===== src/rtl/ps2_pkg.sv =====
// ps2_pkg: shared definitions for the PS/2 keyboard path.
//   - set-2 scan-code constants used by the byte decoder
//   - receiver FSM state encoding
//   - is_filler(): bytes the keyboard sends that carry no key event
package ps2_pkg;

   localparam logic [7:0] SC_EXT    = 8'hE0;
   localparam logic [7:0] SC_BRK    = 8'hF0;
   localparam logic [7:0] SC_PAUSE  = 8'hE1;
   localparam logic [7:0] SC_BAT    = 8'hAA;
   localparam logic [7:0] SC_ACK    = 8'hFA;
   localparam logic [7:0] SC_SPACE  = 8'h29;
   localparam logic [7:0] SC_ECHO   = 8'hEE;
   localparam logic [7:0] SC_RESEND = 8'hFE;
   localparam logic [7:0] SC_OVR0   = 8'h00;
   localparam logic [7:0] SC_OVR1   = 8'hFF;

   // Bytes following E1 that belong to the pause sequence.
   localparam logic [2:0] PAUSE_SKIP = 3'd7;

   typedef enum logic [1:0] {
      RX_IDLE   = 2'd0,
      RX_DATA   = 2'd1,
      RX_PARITY = 2'd2,
      RX_STOP   = 2'd3
   } rx_state_t;

   function automatic logic is_filler(input logic [7:0] b);
      return (b == SC_OVR0) || (b == SC_BAT) || (b == SC_ECHO) ||
             (b == SC_ACK) || (b == SC_RESEND) || (b == SC_OVR1);
   endfunction

endpackage


===== src/rtl/ps2_rx_frame.sv =====
// ps2_rx_frame: PS/2 frame receiver (start, 8 data LSB first, odd parity, stop).
//   Synchronizes and glitch-filters the PS/2 pins, samples data on each
//   filtered falling clock edge, aborts a stalled frame after TIMEOUT_CYC.
// Ports:
//   pclk, rst_n      clock, async active-low reset
//   ps2_clk/ps2_data raw asynchronous pins
//   byte_valid       one-cycle pulse, rx_byte holds the received byte
//   rx_byte          last received byte
//   frame_err        one-cycle pulse on bad stop, timeout, or (optionally) parity
// Build option: define PS2_PARITY_CHECK_EN to drop frames with bad parity.
//
// state     | meaning
// RX_IDLE   | waiting for a start bit (data low on a falling edge)
// RX_DATA   | shifting in 8 data bits, LSB first
// RX_PARITY | capturing the parity bit
// RX_STOP   | checking the stop bit, then emitting byte or error
module ps2_rx_frame
   import ps2_pkg::*;
#(
   parameter int FILTER_LEN  = 8,
   parameter int TIMEOUT_CYC = 50000
) (
   input  logic       pclk,
   input  logic       rst_n,
   input  logic       ps2_clk,
   input  logic       ps2_data,
   output logic       byte_valid,
   output logic [7:0] rx_byte,
   output logic       frame_err
);

   localparam int FW = $clog2(FILTER_LEN + 1);
   localparam int TW = $clog2(TIMEOUT_CYC + 1);
`ifdef PS2_PARITY_CHECK_EN
   localparam bit PARITY_CHECK = 1'b1;
`else
   localparam bit PARITY_CHECK = 1'b0;
`endif

   logic [1:0]    clk_sync, data_sync;
   logic          clk_filt, fall_tick;
   logic [FW-1:0] filt_cnt;
   logic [TW-1:0] to_cnt;
   rx_state_t     state, state_nxt;
   logic [2:0]    bit_cnt, bit_cnt_nxt;
   logic [7:0]    shift_reg, shift_nxt;
   logic          par_bit, par_nxt;
   logic          byte_ok, bad_frame, timeout, par_ok;

   // Idle bus level is high, so synchronizers and filter reset to 1.
   always_ff @(posedge pclk or negedge rst_n) begin
      if (!rst_n) begin
         clk_sync  <= 2'b11;
         data_sync <= 2'b11;
         clk_filt  <= 1'b1;
         filt_cnt  <= '0;
         fall_tick <= 1'b0;
      end else begin
         clk_sync  <= {clk_sync[0], ps2_clk};
         data_sync <= {data_sync[0], ps2_data};
         fall_tick <= 1'b0;
         if (clk_sync[1] == clk_filt) begin
            filt_cnt <= '0;
         end else if (filt_cnt == FW'(FILTER_LEN - 1)) begin
            clk_filt  <= clk_sync[1];
            filt_cnt  <= '0;
            fall_tick <= clk_filt;
         end else begin
            filt_cnt <= filt_cnt + FW'(1);
         end
      end
   end

   always_ff @(posedge pclk or negedge rst_n) begin
      if (!rst_n)
         to_cnt <= '0;
      else if (fall_tick)
         to_cnt <= '0;
      else if (to_cnt != TW'(TIMEOUT_CYC))
         to_cnt <= to_cnt + TW'(1);
   end

   assign timeout = (state != RX_IDLE) && !fall_tick && (to_cnt == TW'(TIMEOUT_CYC));
   assign par_ok  = !PARITY_CHECK || (^{shift_reg, par_bit});

   always_comb begin
      state_nxt   = state;
      bit_cnt_nxt = bit_cnt;
      shift_nxt   = shift_reg;
      par_nxt     = par_bit;
      byte_ok     = 1'b0;
      bad_frame   = 1'b0;
      if (timeout) begin
         state_nxt = RX_IDLE;
         bad_frame = 1'b1;
      end else if (fall_tick) begin
         case (state)
            RX_IDLE: begin
               if (!data_sync[1]) begin
                  state_nxt   = RX_DATA;
                  bit_cnt_nxt = 3'd0;
               end
            end
            RX_DATA: begin
               shift_nxt   = {data_sync[1], shift_reg[7:1]};
               bit_cnt_nxt = bit_cnt + 3'd1;
               if (bit_cnt == 3'd7)
                  state_nxt = RX_PARITY;
            end
            RX_PARITY: begin
               par_nxt   = data_sync[1];
               state_nxt = RX_STOP;
            end
            RX_STOP: begin
               state_nxt = RX_IDLE;
               if (data_sync[1] && par_ok)
                  byte_ok = 1'b1;
               else
                  bad_frame = 1'b1;
            end
            default: state_nxt = RX_IDLE;
         endcase
      end
   end

   always_ff @(posedge pclk or negedge rst_n) begin
      if (!rst_n) begin
         state      <= RX_IDLE;
         bit_cnt    <= 3'd0;
         shift_reg  <= 8'h00;
         par_bit    <= 1'b0;
         byte_valid <= 1'b0;
         frame_err  <= 1'b0;
      end else begin
         state      <= state_nxt;
         bit_cnt    <= bit_cnt_nxt;
         shift_reg  <= shift_nxt;
         par_bit    <= par_nxt;
         byte_valid <= byte_ok;
         frame_err  <= bad_frame;
      end
   end

   // shift_reg is untouched in STOP/IDLE, so it is stable while byte_valid is high.
   assign rx_byte = shift_reg;

endmodule


===== src/rtl/ps2_key_decoder.sv =====
// ps2_key_decoder: PS/2 set-2 keyboard state tracker for the game logic.
//   Decodes E0 (extended), F0 (break) and E1 (pause, swallowed) prefixes
//   and keeps one held-bit per {ext,code}.
// Ports:
//   pclk, rst_n       clock, async active-low reset
//   ps2_clk/ps2_data  raw PS/2 pins
//   key_down[511:0]   bit {ext,code} set while that key is held
//   last_change[8:0]  {ext,code} of the latest make or break
//   key_valid         one-cycle pulse when key_down/last_change update
//   frame_err         one-cycle pulse on a dropped frame
// Build option: PS2_PARITY_CHECK_EN (see ps2_rx_frame) enables parity drop.
module ps2_key_decoder
   import ps2_pkg::*;
#(
   parameter int FILTER_LEN  = 8,
   parameter int TIMEOUT_CYC = 50000
) (
   input  logic         pclk,
   input  logic         rst_n,
   input  logic         ps2_clk,
   input  logic         ps2_data,
   output logic [511:0] key_down,
   output logic [8:0]   last_change,
   output logic         key_valid,
   output logic         frame_err
);

   logic       byte_valid;
   logic [7:0] rx_byte;
   logic       ext, brk;
   logic [2:0] skip;

   ps2_rx_frame #(
      .FILTER_LEN  (FILTER_LEN),
      .TIMEOUT_CYC (TIMEOUT_CYC)
   ) u_rx (
      .pclk       (pclk),
      .rst_n      (rst_n),
      .ps2_clk    (ps2_clk),
      .ps2_data   (ps2_data),
      .byte_valid (byte_valid),
      .rx_byte    (rx_byte),
      .frame_err  (frame_err)
   );

   // Any dropped frame leaves the prefix context unknown, so start clean.
   always_ff @(posedge pclk or negedge rst_n) begin
      if (!rst_n) begin
         key_down    <= '0;
         last_change <= 9'h000;
         key_valid   <= 1'b0;
         ext         <= 1'b0;
         brk         <= 1'b0;
         skip        <= 3'd0;
      end else begin
         key_valid <= 1'b0;
         if (frame_err) begin
            ext  <= 1'b0;
            brk  <= 1'b0;
            skip <= 3'd0;
         end else if (byte_valid) begin
            if (skip != 3'd0) begin
               skip <= skip - 3'd1;
            end else if (rx_byte == SC_PAUSE) begin
               skip <= PAUSE_SKIP;
            end else if (rx_byte == SC_EXT) begin
               ext <= 1'b1;
            end else if (rx_byte == SC_BRK) begin
               brk <= 1'b1;
            end else if (is_filler(rx_byte)) begin
               ext <= 1'b0;
               brk <= 1'b0;
            end else begin
               key_down[{ext, rx_byte}] <= !brk;
               last_change              <= {ext, rx_byte};
               key_valid                <= 1'b1;
               ext                      <= 1'b0;
               brk                      <= 1'b0;
            end
         end
      end
   end

endmodule

===== config.mk =====
export PLATFORM = sky130hd
export DESIGN_NAME = ps2_key_decoder
export DESIGN_NICKNAME = d
export VERILOG_FILES = /design/src/rtl/ps2_pkg.sv /design/src/rtl/ps2_rx_frame.sv /design/src/rtl/ps2_key_decoder.sv
export SDC_FILE = /design/constraint.sdc
export NUM_CORES = 1
export LEC_CHECK = 0
export CORE_MARGIN = 2
export CORE_UTILIZATION = 40
export CTS_BUF_LIST = sky130_fd_sc_hd__clkbuf_8
export DETAILED_ROUTE_END_ITERATION = 10
export MAX_ROUTING_LAYER = met4
export PLACE_DENSITY = 0.72
export SLEW_MARGIN = 20
export SYNTH_ARGS = -nofsm -noshare
export SYNTH_HDL_FRONTEND = slang
export SYNTH_SLANG_ARGS = --single-unit

===== constraint.sdc =====
create_clock -name pclk -period 2.4 [get_ports pclk]
set_input_delay 0.36 -clock pclk [delete_from_list [all_inputs] [get_ports pclk]]
set_output_delay 0.36 -clock pclk [all_outputs]
set_load 0.03 [all_outputs]

==> metrics.md, run 1 <==
| Metric | Value |
|---|---|
| Yosys cell types | `51` |
| Sequential Area | `14,220 um2` |
| Critical path type | `reg -> reg` |
| Sequential power share | `51.2%` |
| Mapped Nets | `2,101` |
| Routed Antenna Nets | `0` |
| Initial Util | `about two fifths` |
| Max_slew headroom | `50.48%` |
| Main synth FF type | `dfrtp_1` |
| Die width | `roughly 240 um` |
| DP HPWL | `50,330 um` |
| Hold Slack | `107.2 ps` |
| Max-Cap Viols | `0` |
| 1st-iter DRT viols | `roughly 1,800` |
| Post-Syn Area | `approximately 23,000 um2` |
| Initial antenna violation count | `1` |
| Global placement routability congestion | `0.8221` |
| Pin count of the biggest net entering global routing | `74` |
| Most frequent CP cell | `buf_4` |
| Total track usage | `25.97%` |
| Critical Path RT | `2910 ps` |
| P_sw | `0.004317 W` |
| Post-layout min period | `2261 ps` |
| HP Class | `in -> reg` |
| Cell family with most CP delay | `simple AND/OR/NAND/NOR gates` |
| Non-filler cells in the finished layout | `between 3,000 and 4,000` |
| Post-route clock skew | `44.59 ps` |
| Asr flop ratio synth | `between 90% and 100%` |
| Pwr dens | `604.4 nW/um2` |
| Yosys reg bits | `568` |
| Clock latency on the worst-skew pair | `690 ps` |
| H-tree Lvls | `3` |
| Die height | `244.6 um` |
| Vias per cell | `5.647` |
| Root Buffer Master | `clkbuf_8` |
| Least-Margin Pin Slew | `between 700 and 800 ps` |
| Buf/Inv on CP | `3` |
| Slowest stage delay, CP | `400 ps` |
| WL/cell | `22.69 um` |
| Grt ovf | `0` |
| First-pass GRT wire length | `between 100,000 and 150,000 um` |
| Via count | `19,080` |
| Setup ws final | `138.9 ps` |
| DR pass1 iterations | `6` |
| Share of cells above drive strength 1 | `about 11%` |
| Worst setup EP type | `flop` |
| I/O pins | `527` |
| Row Count | `88` |
| Clock sinks | `between 500 and 600` |
| Clock slew at reported path FFs | `60 ps` |
| EDFF count, synth | `0` |
| Ys Warns | `0` |
| CP max stage cell | `dfrtp_1` |
| Critical path, cell by cell | `inv_1 -> ha_2 -> nand3b_1 -> buf_4 -> nor3_4 -> nand2_2 -> buf_4 -> o21ai_0 -> o31ai_1` |
| Syn avg cell area | `around 11 um2` |
| Power share of the clock group | `46.8%` |
| Sequential-to-total area share from yosys stat | `61.40%` |
| Sw Ratio | `22.71%` |
| Full die area | `around 60,000 um2` |
| Run status | `complete, no violations` |
| TritonCTS clock tree | `done` |
| Drt drc | `0` |
| Slew Viols, Final | `0` |
| Routed Wire Length | `76,660 um` |
| # diodes | `0` |
| Syn Inst Count | `2,086` |
| Fillers | `~4,900` |
| CTS buffer count | `93` |
| Worst slack at placement | `approximately 54 ps` |
| Vias in the first global route | `18,580` |
| Final Hold Viols | `0` |
| WP data arrival | `between 2000 and 3000 ps` |
| Multi-input logic area | `7833 um2` |
| Synthesis-to-finish area growth | `35.83%` |
| Total negative setup slack | `0 ps` |
| Setup violations, final | `0` |
| Leakage | `roughly 13 nW` |
| Nets | `2,559` |
| CP max FO | `28` |
| PortBufs | `526` |
| Combinational Power Share | `under 10%` |
| Worst vdd ir | `0.5704 mV` |
| Worst setup SP type | `flop` |
| Dpl cells | `3,209` |
| Final Cycle Share | `94.21%` |
| Core Area | `57,480 um2` |
| FMAX | `0.4423 GHz` |
| Clock tree buffer depth | `3` |
| P_int | `0.01469 W` |
## per-layer routing
layer,track usage (%),vias up,routed length (um)
met5,-,-,0
met4,8.895,0,2332
li1,-,8715,-
met1,32.93,9441,31450
met3,6.374,124,5984
met2,40.83,796,36890
## sequential cells by signal, indices dropped and copies added (netlist names)
register	cells
brk	1
u_rx.clk_sync	2
u_rx.rx_byte	8
u_rx.bit_cnt	3
skip	3
u_rx.clk_filt	1
u_rx.frame_err	1
u_rx.filt_cnt	4
key_valid	1
u_rx.fall_tick	1
u_rx.byte_valid	1
u_rx.data_sync	2
last_change	9
u_rx.to_cnt	16
u_rx.state	2
ext	1
key_down	512
## cells by family (layout without fill, tap and decap cells)
logic type / count (synthesis) / after routing / synth area share [%]
compound gates: 1008 / 1008 / 27.21
flops: 568 / 568 / 61.40
buf+inv: 290 / 817 / 5.025
simple gates: 170 / 170 / 4.074
mux: 22 / 22 / 1.048
xor+xnor: 17 / 17 / 0.6430
fa+ha+maj: 11 / 11 / 0.5943
## power by group through the flow
stage	registers [W]	clock network, W	logic, W
2_1_floorplan	0.00989	0	0.000118
3_3_place_gp	0.00989	0	0.000375
3_5_place_dp	0.00990	0	0.000388
4_1_cts	0.00973	0.00912	0.000393
5_1_grt	0.00974	0.00955	0.000437
6_report	0.00973	0.00890	0.000376
## area by class of cell
type / count / share of cell area [%]
clock buffer: 119 / 5.207
clock inverter: 45 / 1.138
inverter: 11 / 0.1313
multi-input combinational: 1228 / 24.90
sequential: 568 / 45.22
tap: 765 / 3.043
timing repair buffer: 642 / 20.36
## cell usage after synthesis (10+ instances only)
cell type / n / area share (%)
dfrtp_1: 563 / 61
mux2_2: 18 / 0.88
buf_2: 50 / 1.1
nor2_1: 35 / 0.57
nand4_1: 10 / 0.27
inv_1: 11 / 0.18
clkbuf_1: 219 / 3.5
nand3_1: 13 / 0.28
o21ai_0: 499 / 11
o31ai_1: 490 / 16
nand2_1: 51 / 0.83
ha_1: 11 / 0.59
## worst paths after layout
path                                   from                 to  slack [ps]  depth (start not counted)
min                                ps2_data  u_rx.data_sync[0]         110                          1
max in group asynchronous             rst_n      key_down[140]        1180                          3
max reg2reg                         skip[0]       key_down[12]         140                          9
min in group asynchronous             rst_n      key_down[266]         240                          2
min reg2reg                u_rx.clk_sync[0]   u_rx.clk_sync[1]         360                          0
max                                 skip[0]       key_down[12]         140                          9
## stage by stage
stage                     util [%]  instance area (um2)  power [W]
final                        54.73                31460    0.01901
after global routing         54.73                31460    0.01973
after CTS                    54.65                31410    0.01924
after detailed placement     51.16                29410    0.01029
after global placement       51.16                29410    0.01027
after floorplan                  -                23160    0.01000
## cell usage in the layout, fill, tap and decap left out, types with 6 or more instances in the layout
cell / instances
dfrtp_1: 561
clkdlybuf4s50_1: 524
o21ai_0: 497
o31ai_1: 490
clkbuf_8: 119
buf_4: 92
nand2_1: 42
inv_1: 39
nor2_1: 35
buf_12: 20
mux2_2: 18
nand3_1: 11
nand2_2: 11
nand4_1: 10
ha_1: 10
xnor2_1: 9
xor2_1: 8
nor3_1: 7
nor3b_1: 6
a21oi_1: 6
clkinv_2: 6
## repair_timing
item,CTS,global route
endpoints found under the hold margin,40,0
hold buffers,1,0
buffers inserted,0,4
pin swaps,0,1
resized for setup,1,7
endpoints found under the setup margin,1,128
(Power assumes the default switching activity.)
==> run 2, diff against run 1 <==
- CORE_MARGIN: 2 -> 1
==> run 2 against run 1 <==
  * Worst hold slack lost 3.8 ps
  * Via count grew 0.41%
  * Count of clock-buffer cells in the layout is 5 higher
  * Non-clock buffer count fell by 5
  * Critical path type unchanged
  * Critical endpoint is now key_down[420]
==> metrics.md, run 2 (synthesis results as in run 1) <==
| Metric | Value |
|---|---|
| Clock latency on the worst-skew pair | `670 ps (-20 ps)` |
| Total negative setup slack | `0 ps (unchanged)` |
| HP Class | `in -> reg` |
| Clock slew at reported path FFs | `60 ps (about the same)` |
| Setup ws final | `122.2 ps (-16.69 ps)` |
| Initial antenna violation count | `1 (unchanged)` |
| Max_slew headroom | `37.86% (-13 points)` |
| Run status | `complete, no violations` |
| Max reg flops | `512 (unchanged)` |
| Most common cell after layout, fill and taps aside | `dfrtp_1` |
| Layout Utilization | `55.22% (+0.49 points)` |
| Critical path destination | `key_down[420]` |
| Biggest regs | `key_down (512), u_rx.to_cnt (16), last_change (9)` |
| Core Area | `56,820 um2 (-1.1%)` |
| Slew Viols, Final | `0 (unchanged)` |
| I/O pins | `527 (unchanged)` |
| Die width | `242.6 um (-0.82%)` |
| PortBufs | `526 (unchanged)` |
| Vias in the first global route | `19,040 (+2.5%)` |
| Clock tree buffer depth | `3 (unchanged)` |
| Final Hold Viols | `0 (unchanged)` |
| Grt ovf | `0 (unchanged)` |
| Clock sinks | `568 (unchanged)` |
| Most frequent cells in the layout | `dfrtp_1, clkdlybuf4s50_1, o21ai_0, o31ai_1, clkbuf_8` |
| CP max stage cell | `dfrtp_1` |
| Buf/Inv on CP | `3 (unchanged)` |
| Reg2reg end | `key_down[420]` |
| Reg2Reg Depth | `9 (unchanged)` |
| Pwr dens | `602.2 nW/um2 (-0.36%)` |
| TritonCTS clock tree | `done` |
| Leakage | `13.24 nW (-0.15%)` |
| DR pass1 iterations | `6 (unchanged)` |
| Die height | `242.6 um (-0.82%)` |
| FF-to-FF setup slack | `120 ps (-20 ps)` |
| Final Cycle Share | `94.91% (+0.70 points)` |
| Post-route clock skew | `31.26 ps (-13.33 ps)` |
| Most flop-heavy register | `key_down` |
| Critical path, cell by cell | `inv_1 -> ha_1 -> nand3b_1 -> nor3_4 -> buf_12 -> nand2_2 -> buf_4 -> o21ai_0 -> o31ai_1` |
| WL/cell | `23.11 um (+1.8%)` |
| Post-layout min period | `2278 ps (+16.69 ps)` |
| Hold Slack | `103.5 ps (-3.770 ps)` |
| Share of cells above drive strength 1 | `11.18% (-0.30 points)` |
| Worst setup EP type | `flop` |
| Initial Util | `40.76% (+0.46 points)` |
| Nets | `2,556 (-0.12%)` |
| Critical Path RT | `2940 ps (+30 ps)` |
| Critical path launch point | `skip[0]` |
| Setup violations, final | `0 (unchanged)` |
| WP data arrival | `2820 ps (+40 ps)` |
| DP HPWL | `50,630 um (+0.60%)` |
| Worst setup SP type | `flop` |
| First-pass GRT wire length | `118,500 um (+2.5%)` |
| Slowest stage delay, CP | `390 ps (about the same)` |
| Vias per cell | `5.685 (+0.68%)` |
| Routed Wire Length | `77,850 um (+1.6%)` |
| Worst R2R Start | `skip[0]` |
| Routed Antenna Nets | `0 (unchanged)` |
| Least-Margin Pin Slew | `932.0 ps (+189.2 ps)` |
| FMAX | `0.4390 GHz (-0.73%)` |
| Via count | `19,150 (+0.41%)` |
| Row Count | `87 (-1.1%)` |
| H-tree Lvls | `3 (unchanged)` |
| Root Buffer Master | `clkbuf_8` |
| Worst vdd ir | `0.4158 mV (-27%)` |
| Total power | `0.01890 W (-0.61%)` |
| Total track usage | `27.07% (+1.1 points)` |
| Global placement routability congestion | `0.8213 (about the same)` |
| Max-Cap Viols | `0 (unchanged)` |
| CTS buffer count | `95 (+2.2%)` |
| Critical path type | `reg -> reg` |
| CP max FO | `26 (-7.1%)` |
| Number of cells on the critical path | `9 (unchanged)` |
| Drt drc | `0 (unchanged)` |
| Worst slack at placement | `99.52 ps (+45.62 ps)` |
| Full die area | `58,860 um2 (-1.6%)` |
| Synthesis-to-finish area growth | `35.49%` |
| Pin count of the biggest net entering global routing | `80 (+8.1%)` |
| Cell family with most CP delay | `simple AND/OR/NAND/NOR gates` |
| 1st-iter DRT viols | `1,633 (-9.8%)` |
[run 2: worst min-delay path by stage]
stage	slack, ps	end	depth (start not counted)	from
global placement	350	u_rx.clk_sync[1]	0	u_rx.clk_sync[0]
finish	100	u_rx.data_sync[0]	1	ps2_data
detailed placement	350	u_rx.clk_sync[1]	0	u_rx.clk_sync[0]
global route	70	u_rx.data_sync[0]	1	ps2_data
CTS	30	u_rx.data_sync[0]	1	ps2_data
floorplan	60	brk	0	rst_n
[run 2: per-stage QoR]
stage,std cells,cell area [um2]
finish,3369,31380
global route,3368,31380
CTS,3365,31340
detailed placement,3196,29360
global placement,3196,29360
floorplan,2086,23160
[run 2: repair_timing]
item,CTS,global route
gates cloned,0,0
pin swaps,0,2
setup buffers,0,3
endpoints found under the setup margin,1,43
gates resized for setup,1,1
hold endpoints to repair,41,0
hold buffers,1,0
[run 2: power breakdown]
group	internal (W)	switching (W)
Combinational	0.000112	0.000259
Clock	0.00483	0.00395
Sequential	0.00966	0.0000797
Total	0.0146	0.00429
[run 2: layer usage]
metal	vias up	part of all wire, %	track usage (%)
met5	-	0	-
met4	0	4.5	12.71
met3	176	7.9	6.579
met2	822	46	40.96
met1	9438	41	34.28
li1	8718	-	-
[run 2: cell type report]
type	instances	area (um2)
Inverter	11	41.29
Clock inverter	44	256.5
Antenna cell	1	2.502
Multi-Input combinational cell	1228	7830
Tap cell	756	945.9
Clock buffer	124	1707
Sequential cell	568	14220
Fill cell	4803	25440
Timing Repair Buffer	637	6371
